==> config.mk <==
export PLATFORM = sky130hd
export DESIGN_NAME = exec_muldiv
export DESIGN_NICKNAME = d
export VERILOG_FILES = /design/src/rtl/muldiv_pkg.sv /design/src/rtl/restoring_div_step.sv /design/src/rtl/exec_muldiv.sv
export SDC_FILE = /design/constraint.sdc
export NUM_CORES = 2
export LEC_CHECK = 0
export CAP_MARGIN = 20
export CORE_ASPECT_RATIO = 0.75
export CORE_MARGIN = 2
export CORE_UTILIZATION = 60
export CTS_CLUSTER_SIZE = 40
export DETAILED_ROUTE_END_ITERATION = 8
export PLACE_DENSITY = 0.77
export SETUP_SLACK_MARGIN = 0.4
export SYNTH_ARGS = -nofsm -noshare
export SYNTH_HDL_FRONTEND = slang
export SYNTH_SLANG_ARGS = --single-unit
==> constraint.sdc <==
create_clock -name clk -period 25.8 [get_ports clk]
set_input_delay 6.45 -clock clk [delete_from_list [all_inputs] [get_ports clk]]
set_output_delay 6.45 -clock clk [all_outputs]
set_load 0.03 [all_outputs]
==> src/rtl/muldiv_pkg.sv <==
// Shared constants and types for the RV32M execute-stage multiply/divide unit.
package muldiv_pkg;

    localparam int unsigned XLEN_DEF = 32;

    localparam logic [2:0] F3_MUL    = 3'b000;
    localparam logic [2:0] F3_MULH   = 3'b001;
    localparam logic [2:0] F3_MULHSU = 3'b010;
    localparam logic [2:0] F3_MULHU  = 3'b011;
    localparam logic [2:0] F3_DIV    = 3'b100;
    localparam logic [2:0] F3_DIVU   = 3'b101;
    localparam logic [2:0] F3_REM    = 3'b110;
    localparam logic [2:0] F3_REMU   = 3'b111;

    localparam logic [XLEN_DEF-1:0] DIV0_QUOT = {XLEN_DEF{1'b1}};
    localparam logic [XLEN_DEF-1:0] INT_MIN   = {1'b1, {(XLEN_DEF-1){1'b0}}};

    typedef enum logic [1:0] {
        IDLE = 2'd0,
        RUN  = 2'd1,
        DONE = 2'd2
    } state_t;

endpackage

==> src/rtl/restoring_div_step.sv <==
// One restoring-division iteration: shift {rem,quo} left, trial-subtract the
// divisor, keep the difference and set the quotient LSB when it is non-negative.
module restoring_div_step #(
    parameter int unsigned XLEN = 32
) (
    input  logic [XLEN:0]   i_rem,
    input  logic [XLEN-1:0] i_quo,
    input  logic [XLEN-1:0] i_divisor,
    output logic [XLEN:0]   o_rem,
    output logic [XLEN-1:0] o_quo
);

    logic [XLEN+1:0] w_sh;
    logic [XLEN+1:0] w_trial;

    assign w_sh    = {i_rem, i_quo[XLEN-1]};
    assign w_trial = w_sh - {2'b00, i_divisor};

    always_comb begin
        o_rem = w_trial[XLEN:0];
        o_quo = {i_quo[XLEN-2:0], 1'b1};
        if (w_trial[XLEN+1]) begin
            o_rem = w_sh[XLEN:0];
            o_quo = {i_quo[XLEN-2:0], 1'b0};
        end
    end

endmodule

==> src/rtl/exec_muldiv.sv <==
// RV32M execute-stage unit: single-cycle multiplies, iterative restoring divide
// with busy/done handshake toward the hazard unit and the E->M merge mux.
module exec_muldiv
    import muldiv_pkg::*;
#(
    parameter int unsigned XLEN      = XLEN_DEF,
    parameter int unsigned DIV_ITERS = XLEN
) (
    input  logic            clk,
    input  logic            reset,
    input  logic            flush,
    input  logic            startE,
    input  logic [2:0]      funct3E,
    input  logic [XLEN-1:0] srcAE,
    input  logic [XLEN-1:0] srcBE,
    input  logic [4:0]      rdE,
    output logic            busyE,
    output logic            doneE,
    output logic [XLEN-1:0] resultE,
    output logic [4:0]      rdOutE
);

    localparam int unsigned CNT_W = (DIV_ITERS > 1) ? $clog2(DIV_ITERS) : 1;

    state_t            r_state;
    logic [XLEN:0]     r_rem;
    logic [XLEN-1:0]   r_quo;
    logic [XLEN-1:0]   r_div;
    logic [CNT_W-1:0]  r_cnt;
    logic              r_negq;
    logic              r_negr;
    logic              r_isrem;
    logic [4:0]        r_rd;

    state_t            w_state_n;
    logic [XLEN:0]     w_rem_n;
    logic [XLEN-1:0]   w_quo_n;
    logic [XLEN-1:0]   w_div_n;
    logic [CNT_W-1:0]  w_cnt_n;
    logic              w_negq_n;
    logic              w_negr_n;
    logic              w_isrem_n;
    logic [4:0]        w_rd_n;
    logic              w_busy_n;
    logic              w_done_n;
    logic [XLEN-1:0]   w_result_n;
    logic [4:0]        w_rdout_n;

    // Multiply: operands extended to 2*XLEN so one unsigned product covers all signedness mixes
    logic              w_a_sgn;
    logic              w_b_sgn;
    logic [2*XLEN-1:0] w_a_ext;
    logic [2*XLEN-1:0] w_b_ext;
    logic [2*XLEN-1:0] w_prod;
    logic [XLEN-1:0]   w_mul_res;

    assign w_a_sgn   = (funct3E == F3_MULH) || (funct3E == F3_MULHSU);
    assign w_b_sgn   = (funct3E == F3_MULH);
    assign w_a_ext   = {{XLEN{w_a_sgn & srcAE[XLEN-1]}}, srcAE};
    assign w_b_ext   = {{XLEN{w_b_sgn & srcBE[XLEN-1]}}, srcBE};
    assign w_prod    = w_a_ext * w_b_ext;
    assign w_mul_res = (funct3E == F3_MUL) ? w_prod[XLEN-1:0] : w_prod[2*XLEN-1:XLEN];

    // Divide setup and early-out cases
    logic              w_is_div;
    logic              w_div_sgn;
    logic              w_is_rem;
    logic              w_sa;
    logic              w_sb;
    logic [XLEN-1:0]   w_abs_a;
    logic [XLEN-1:0]   w_abs_b;
    logic              w_b_zero;
    logic              w_ovf;

    assign w_is_div  = funct3E[2];
    assign w_div_sgn = (funct3E == F3_DIV) || (funct3E == F3_REM);
    assign w_is_rem  = (funct3E == F3_REM) || (funct3E == F3_REMU);
    assign w_sa      = w_div_sgn & srcAE[XLEN-1];
    assign w_sb      = w_div_sgn & srcBE[XLEN-1];
    assign w_abs_a   = w_sa ? -srcAE : srcAE;
    assign w_abs_b   = w_sb ? -srcBE : srcBE;
    assign w_b_zero  = (srcBE == '0);
    assign w_ovf     = w_div_sgn && (srcAE == XLEN'(INT_MIN)) && (srcBE == {XLEN{1'b1}});

    logic [XLEN:0]     w_step_rem;
    logic [XLEN-1:0]   w_step_quo;
    logic [XLEN-1:0]   w_fin_q;
    logic [XLEN-1:0]   w_fin_r;

    restoring_div_step #(
        .XLEN      (XLEN)
    ) u_step (
        .i_rem     (r_rem),
        .i_quo     (r_quo),
        .i_divisor (r_div),
        .o_rem     (w_step_rem),
        .o_quo     (w_step_quo)
    );

    assign w_fin_q = r_negq ? -w_step_quo : w_step_quo;
    assign w_fin_r = r_negr ? -w_step_rem[XLEN-1:0] : w_step_rem[XLEN-1:0];

    // State and datapath registers
    always_ff @(posedge clk) begin
        if (!reset) begin
            r_state <= IDLE;
            r_rem   <= '0;
            r_quo   <= '0;
            r_div   <= '0;
            r_cnt   <= '0;
            r_negq  <= 1'b0;
            r_negr  <= 1'b0;
            r_isrem <= 1'b0;
            r_rd    <= '0;
            busyE   <= 1'b0;
            doneE   <= 1'b0;
            resultE <= '0;
            rdOutE  <= '0;
        end else begin
            r_state <= w_state_n;
            r_rem   <= w_rem_n;
            r_quo   <= w_quo_n;
            r_div   <= w_div_n;
            r_cnt   <= w_cnt_n;
            r_negq  <= w_negq_n;
            r_negr  <= w_negr_n;
            r_isrem <= w_isrem_n;
            r_rd    <= w_rd_n;
            busyE   <= w_busy_n;
            doneE   <= w_done_n;
            resultE <= w_result_n;
            rdOutE  <= w_rdout_n;
        end
    end

    // Next-state and output logic
    always_comb begin
        w_state_n  = r_state;
        w_rem_n    = r_rem;
        w_quo_n    = r_quo;
        w_div_n    = r_div;
        w_cnt_n    = r_cnt;
        w_negq_n   = r_negq;
        w_negr_n   = r_negr;
        w_isrem_n  = r_isrem;
        w_rd_n     = r_rd;
        w_busy_n   = 1'b0;
        w_done_n   = 1'b0;
        w_result_n = resultE;
        w_rdout_n  = rdOutE;

        if (flush) begin
            w_state_n = IDLE;
        end else begin
            case (r_state)
                IDLE, DONE: begin
                    w_state_n = IDLE;
                    if (startE) begin
                        if (!w_is_div || w_b_zero || w_ovf) begin
                            w_state_n = DONE;
                            w_done_n  = 1'b1;
                            w_rdout_n = rdE;
                            if (!w_is_div)
                                w_result_n = w_mul_res;
                            else if (w_b_zero)
                                w_result_n = w_is_rem ? srcAE : XLEN'(DIV0_QUOT);
                            else
                                w_result_n = w_is_rem ? '0 : XLEN'(INT_MIN);
                        end else begin
                            w_state_n = RUN;
                            w_busy_n  = 1'b1;
                            w_rem_n   = '0;
                            w_quo_n   = w_abs_a;
                            w_div_n   = w_abs_b;
                            w_cnt_n   = '0;
                            w_negq_n  = w_sa ^ w_sb;
                            w_negr_n  = w_sa;
                            w_isrem_n = w_is_rem;
                            w_rd_n    = rdE;
                        end
                    end
                end
                RUN: begin
                    w_rem_n = w_step_rem;
                    w_quo_n = w_step_quo;
                    if (r_cnt == CNT_W'(DIV_ITERS - 1)) begin
                        w_state_n  = DONE;
                        w_done_n   = 1'b1;
                        w_result_n = r_isrem ? w_fin_r : w_fin_q;
                        w_rdout_n  = r_rd;
                    end else begin
                        w_busy_n = 1'b1;
                        w_cnt_n  = r_cnt + CNT_W'(1);
                    end
                end
                default: w_state_n = IDLE;
            endcase
        end
    end

endmodule

# --- After elaboration in Yosys (flattened, before gate mapping) ---
# Index checks and enable logic that the tools add are counted.
word_totals:
  register_bits: 151
  elab_cells: 103
op_classes:
  bitwise: 8
  reduce_logical: 18
  n_addsub: 6
  muxes: 42
  eq_ne: 15
  n_mul: 1
op_table:
  columns: ["cell", "count"]
  rows:
  - ["two-way mux 32 bit", 15]
  - ["negation 32 bit", 4]
  - ["case mux 32 bit (2 select lines)", 2]
  - ["two-way mux 33 bit", 3]
  - ["case mux 33 bit (2 select lines)", 1]
  - ["== test 32 bit, second input constant", 2]
  - ["multiplier 33 x 33 -> 64 bit", 1]
  - ["subtractor 34 x 32 -> 34 bit", 1]
  - ["logical NOT 32 bit", 1]
  - ["two-way mux 5 bit", 6]
  - ["case mux 5 bit (2 select lines)", 2]
  - ["inequality test 2 bit, second input constant", 5]
  - ["AND reduction 5 bit", 2]
  - ["== test 3 bit, second input constant", 3]
  - ["AND reduction 4 bit", 2]
  - ["two-way mux 1 bit", 7]
  - ["two-way mux 2 bit", 3]
  - ["adder 5 x 1 -> 5 bit, second input constant", 1]
  - ["== test 5 bit, second input constant", 1]
  - ["logical OR 1 bit", 5]
  - ["bitwise AND 1 bit", 4]
  - ["case mux 1 bit (2 select lines)", 2]
  - ["case mux 2 bit (2 select lines)", 1]
  - ["OR reduction 2 bit", 2]
  - ["11 further kinds", 14]

# --- Depth between registers and ports, before layout ---
depth:
  depth_word: 9
  mapped_depth: 34

# --- Modules after synthesis ---
# A second synthesis with hierarchy kept.
unflattened:
  cells_unflattened: 6025
  hier_area_um2: 50831.3
modules_own_cells:
  columns: ["mod", "cells_per_inst", "area_each_um2", "n_inst"]
  rows:
  - ["exec_muldiv", 5655, 48317.6, 1]
  - ["restoring_div_step", 370, 2513.7, 1]

# --- Worst setup path after synthesis ---
# Ideal clock, no wire load.
synth_timing:
  path_kind: "input to register"
  from: "input funct3E[0]"
  to: "register resultE[31]"
  arrival_ns: 15.003
  setup_time_ns: 0.134
  t_required_ns: 25.666
  setup_slack_ns: 10.662
  n_path_buf: 2
  path_stages: 31
  path_cell_list: "clkbuf_1 xnor2_1 nor3b_1 clkbuf_1 nand2_1 fa_1 fa_1 inv_1 fa_1 inv_1 fa_1 inv_1 fa_1 fa_1 fa_1 inv_1 fa_1 inv_1 ha_1 and3_1 and2_1 a221o_1 a21oi_1 nor2b_1 o311ai_0 nand3b_1 a21oi_1 o21bai_1 mux2i_1 a2111oi_0 a21oi_1"
synth_via:
  elab_chain_cells: 9
  elab_cells_between_ends: 25
synth_rtl:
  columns: ["item", "line_no", "text"]
  rows:
  - ["from (decl)", "exec_muldiv.sv:13", "input logic [2:0] funct3E,"]
  - ["== test 3 x 1 -> 1 bit / == test 3 x 2 -> 1 bit (equally long branches)", "exec_muldiv.sv:57, exec_muldiv.sv:58", null]
  - ["logical OR 1 bit", "exec_muldiv.sv:57", "assign w_a_sgn = (funct3E == F3_MULH) || (funct3E == F3_MULHSU);"]
  - ["bitwise AND 1 bit", "exec_muldiv.sv:59", "assign w_a_ext = {{XLEN{w_a_sgn & srcAE[XLEN-1]}}, srcAE};"]
  - ["multiplier 33 x 33 -> 64 bit", "exec_muldiv.sv:61", "assign w_prod = w_a_ext * w_b_ext;"]
  - ["two-way mux 32 bit", "exec_muldiv.sv:62", "assign w_mul_res = (funct3E == F3_MUL) ? w_prod[XLEN-1:0] : w_prod[2*XLEN-1:XLEN];"]
  - ["two-way mux 32 bit", "exec_muldiv.sv:163", "if (!w_is_div)"]
  - ["two-way mux 32 bit", "exec_muldiv.sv:159", "if (!w_is_div || w_b_zero || w_ovf) begin"]
  - ["two-way mux 32 bit", "exec_muldiv.sv:158", "if (startE) begin"]
  - ["case mux 32 bit (2 select lines)", "exec_muldiv.sv:155", "case (r_state)"]
  - ["to (signal assigned)", "exec_muldiv.sv:131", "resultE <= w_result_n;"]
  - ["to (decl)", "exec_muldiv.sv:19", "output logic [XLEN-1:0] resultE,"]
# Parallel ways exist; a longest one is shown, timed or not. The select of a mux whose other input is x is not followed.
# A chain may end at the register's enable or synchronous reset.

# --- Worst setup path in the final report ---
layout_timing:
  from: "input funct3E[1]"
  to: "register resultE[31]"
# Same word-level chain as after synthesis.

==> results.json <==
{
  "syn_avg_cell_area_um2": 8.47,
  "critical_path_class": "in -> reg",
  "wl_per_cell_um": 21.7,
  "holdPathStages": 2,
  "slew_violations": 0,
  "synth_edf_count": 0,
  "viasPerCell": 5.98,
  "period_minus_slack_ns": 16.14,
  "cap_violations": 0,
  "dieArea_um2": 85600,
  "critPathLaunchType": "primary input",
  "postRouteWirelength_mm": 149,
  "clkTransAtPathRegs_ns": 0.07,
  "die_x_um": 337,
  "cts_tree": "done",
  "dpl-instance-area_um2": 51500,
  "yosys.area_share.simple_pct": 16.3,
  "synth.area.mux_share_pct": 0.629,
  "clock_latency_ns": 0.46,
  "rsz0062_at_grt": "no",
  "routabilityCongestion": 1.02,
  "final_util_pct": 63.4,
  "fin_area_um2": 52200,
  "layout_commonest_cell": "inv_1",
  "io_buffers": 114,
  "cts_resized": 0,
  "grt_overflow": 0,
  "crit_fanout": 31,
  "worst_hold_path_type": "reg -> reg",
  "num_vias": 41000,
  "ys_async_sr_fraction_pct": 0,
  "yosys_warnings": 0,
  "post-cts-setup-buffers": 0,
  "syn_to_final_growth_pct": 4.55,
  "synth_xor_area_share_pct": 3.72,
  "track_usage_pct": 36.3,
  "nNetsFinal": 7178,
  "drtIter0Drc": 5060,
  "required_ns": 26.13,
  "tns_ns": 0,
  "synthesis.nets": 7344,
  "slew_headroom_pct": 26.3,
  "status": "finished, final reports clean",
  "core-area_um2": 82300,
  "fin_crit_sh_pct": 62.6,
  "max_stage_delay_ns": 0.78,
  "seq_area_frac_synth_pct": 6.06,
  "io_pins": 115,
  "worst_path_most_repeated_cell": "fa_1",
  "critical_path_arrival_ns": 16.47,
  "finClkSkew_ns": 0.00981,
  "worst_slew_pin_slew_ns": 1.11,
  "drive_gt1_share_pct": 3.07,
  "worst_path_max_delay_cell": "fa_1",
  "synthFlopType": "dfxtp_1",
  "timing.fmax_mhz": 62.0,
  "numClockSinks": 151,
  "synth_top_family_by_area": "adder cells",
  "synthCells": 5891,
  "cts_hold_buffers": 0,
  "first_global_vias": 41900,
  "root_buffer": "clkbuf_16",
  "syn_area_um2": 49900,
  "yosys.area_share.adder_pct": 51.4,
  "ant_nets": 0,
  "die_h_um": 254,
  "finalHoldViolations": 0,
  "antenna_found_initial": 9,
  "initial_utilization_pct": 60.6,
  "drc_errors": 0,
  "synth-seq-cells": 151,
  "ys_types": 84,
  "rr_worst_depth": 20,
  "drt-pass1-iter-count": 8,
  "cts_buffers": 17,
  "cts_buffer_depth": 2,
  "grt_first_pass_wirelength_mm": 239,
  "synth-compound-area-share_pct": 9.61,
  "place_hpwl_mm": 113,
  "setup_viol": 0,
  "grt_max_degree": 90,
  "rows": 91,
  "layout_common_cells": "inv_1, fa_1, nand2_1",
  "htree_levels": 4,
  "cp-end-kind": "register"
}
[critical path: cells and delay by family]
family	cells	cell delay, ns
AOI/OAI and AO/OA	7	1.70
xor gates and xnor gates	1	0.34
adders and majority gates	9	4.91
buffers and inverters	9	2.05
muxes	1	0.12
and+or+nand+nor	6	0.84
[flip-flops by register name (all words and copies together) (netlist names)]
signal,cells
busyE,1
doneE,1
r_negr,1
r_div,32
r_negq,1
r_state,2
r_isrem,1
r_rd,5
r_quo,32
rdOutE,5
resultE,32
r_rem,33
r_cnt,5
[layer usage]
layer	global-route usage, %	share of wire [%]	vias up	routed length (um)
met3	9.91	13	355	19600
met5	0	0.013	-	20
li1	-	-	17600	-
met1	52.0	40	20600	60000
met4	11.5	3.6	2	5310
met2	53.7	43	2467	64200
[logic make-up (layout without fill, tap and decap cells)]
logic type	count (synthesis)	in the layout
xor gates and xnor gates	212	212
adders and majority gates	1377	1377
DFF	151	151
other	0	7
AOI/OAI and AO/OA	719	719
buffers and inverters	1614	1460
and+or+nand+nor	1787	1787
muxes	31	31
[worst paths after layout]
kind                               endpoint       start  slack, ns
worst max-delay path            resultE[31]  funct3E[1]       9.66
worst min-delay path                r_rd[3]     r_rd[3]       0.46
worst max register to register  resultE[28]    r_div[5]      20.04
worst min register to register      r_rd[3]     r_rd[3]       0.46
[synthesized netlist by cell type (14+ instances only)]
| cell type | number | area share [%] |
|---|---|---|
| clkbuf_1 | 270 | 2.0 |
| o21a_1 | 15 | 0.23 |
| xor2_1 | 69 | 1.2 |
| nor2b_1 | 14 | 0.18 |
| nor4_1 | 18 | 0.23 |
| o31ai_1 | 29 | 0.44 |
| mux2i_1 | 28 | 0.56 |
| nand3_1 | 28 | 0.28 |
| nand2b_1 | 24 | 0.30 |
| dfxtp_1 | 151 | 6.1 |
| buf_1 | 93 | 0.70 |
| ha_1 | 251 | 6.3 |
| a22oi_1 | 21 | 0.32 |
| or2_2 | 15 | 0.19 |
| o211ai_1 | 23 | 0.35 |
| nor2_1 | 298 | 2.2 |
| o221ai_1 | 25 | 0.44 |
| xnor2_1 | 143 | 2.5 |
| fa_1 | 1126 | 45 |
| nand2_1 | 915 | 6.9 |
| inv_1 | 1231 | 9.3 |
| buf_2 | 14 | 0.14 |
| and3_1 | 21 | 0.26 |
| o41ai_1 | 20 | 0.35 |
| o21bai_1 | 14 | 0.21 |
| nand4_1 | 31 | 0.39 |
| a222oi_1 | 16 | 0.32 |
| and2_1 | 319 | 4.0 |
| or4_1 | 16 | 0.24 |
| nor3_1 | 42 | 0.42 |
| a31oi_1 | 24 | 0.30 |
| a21oi_1 | 199 | 2.0 |
| o21ai_0 | 123 | 1.2 |
| a21o_1 | 48 | 0.72 |
| a211oi_1 | 53 | 0.80 |
[stage by stage]
step / worst slack (ns) / instances / hold WS, ns
after floorplan: 10.66 / 5891 / 0.432
after global placement: 9.48 / 6822 / 0.443
after detailed placement: 9.25 / 6822 / 0.449
after CTS: 9.71 / 6853 / 0.458
after global routing: 9.06 / 6858 / 0.482
final: 9.66 / 6860 / 0.458
[cell type report]
class                   instances  area (um^2)
multi-input cells            4126        40800
flip-flops and latches        151         3020
fillers                      6952        30100
clock inverters                 7          164
inverters                    1235         4640
diodes                          7         17.5
repair buffers                194         1630
well taps                    1116         1400
clock buffers                  24          492
Power is not shown: default switching activity piles up to over one toggle a cycle in this logic, so the estimate is an artifact.
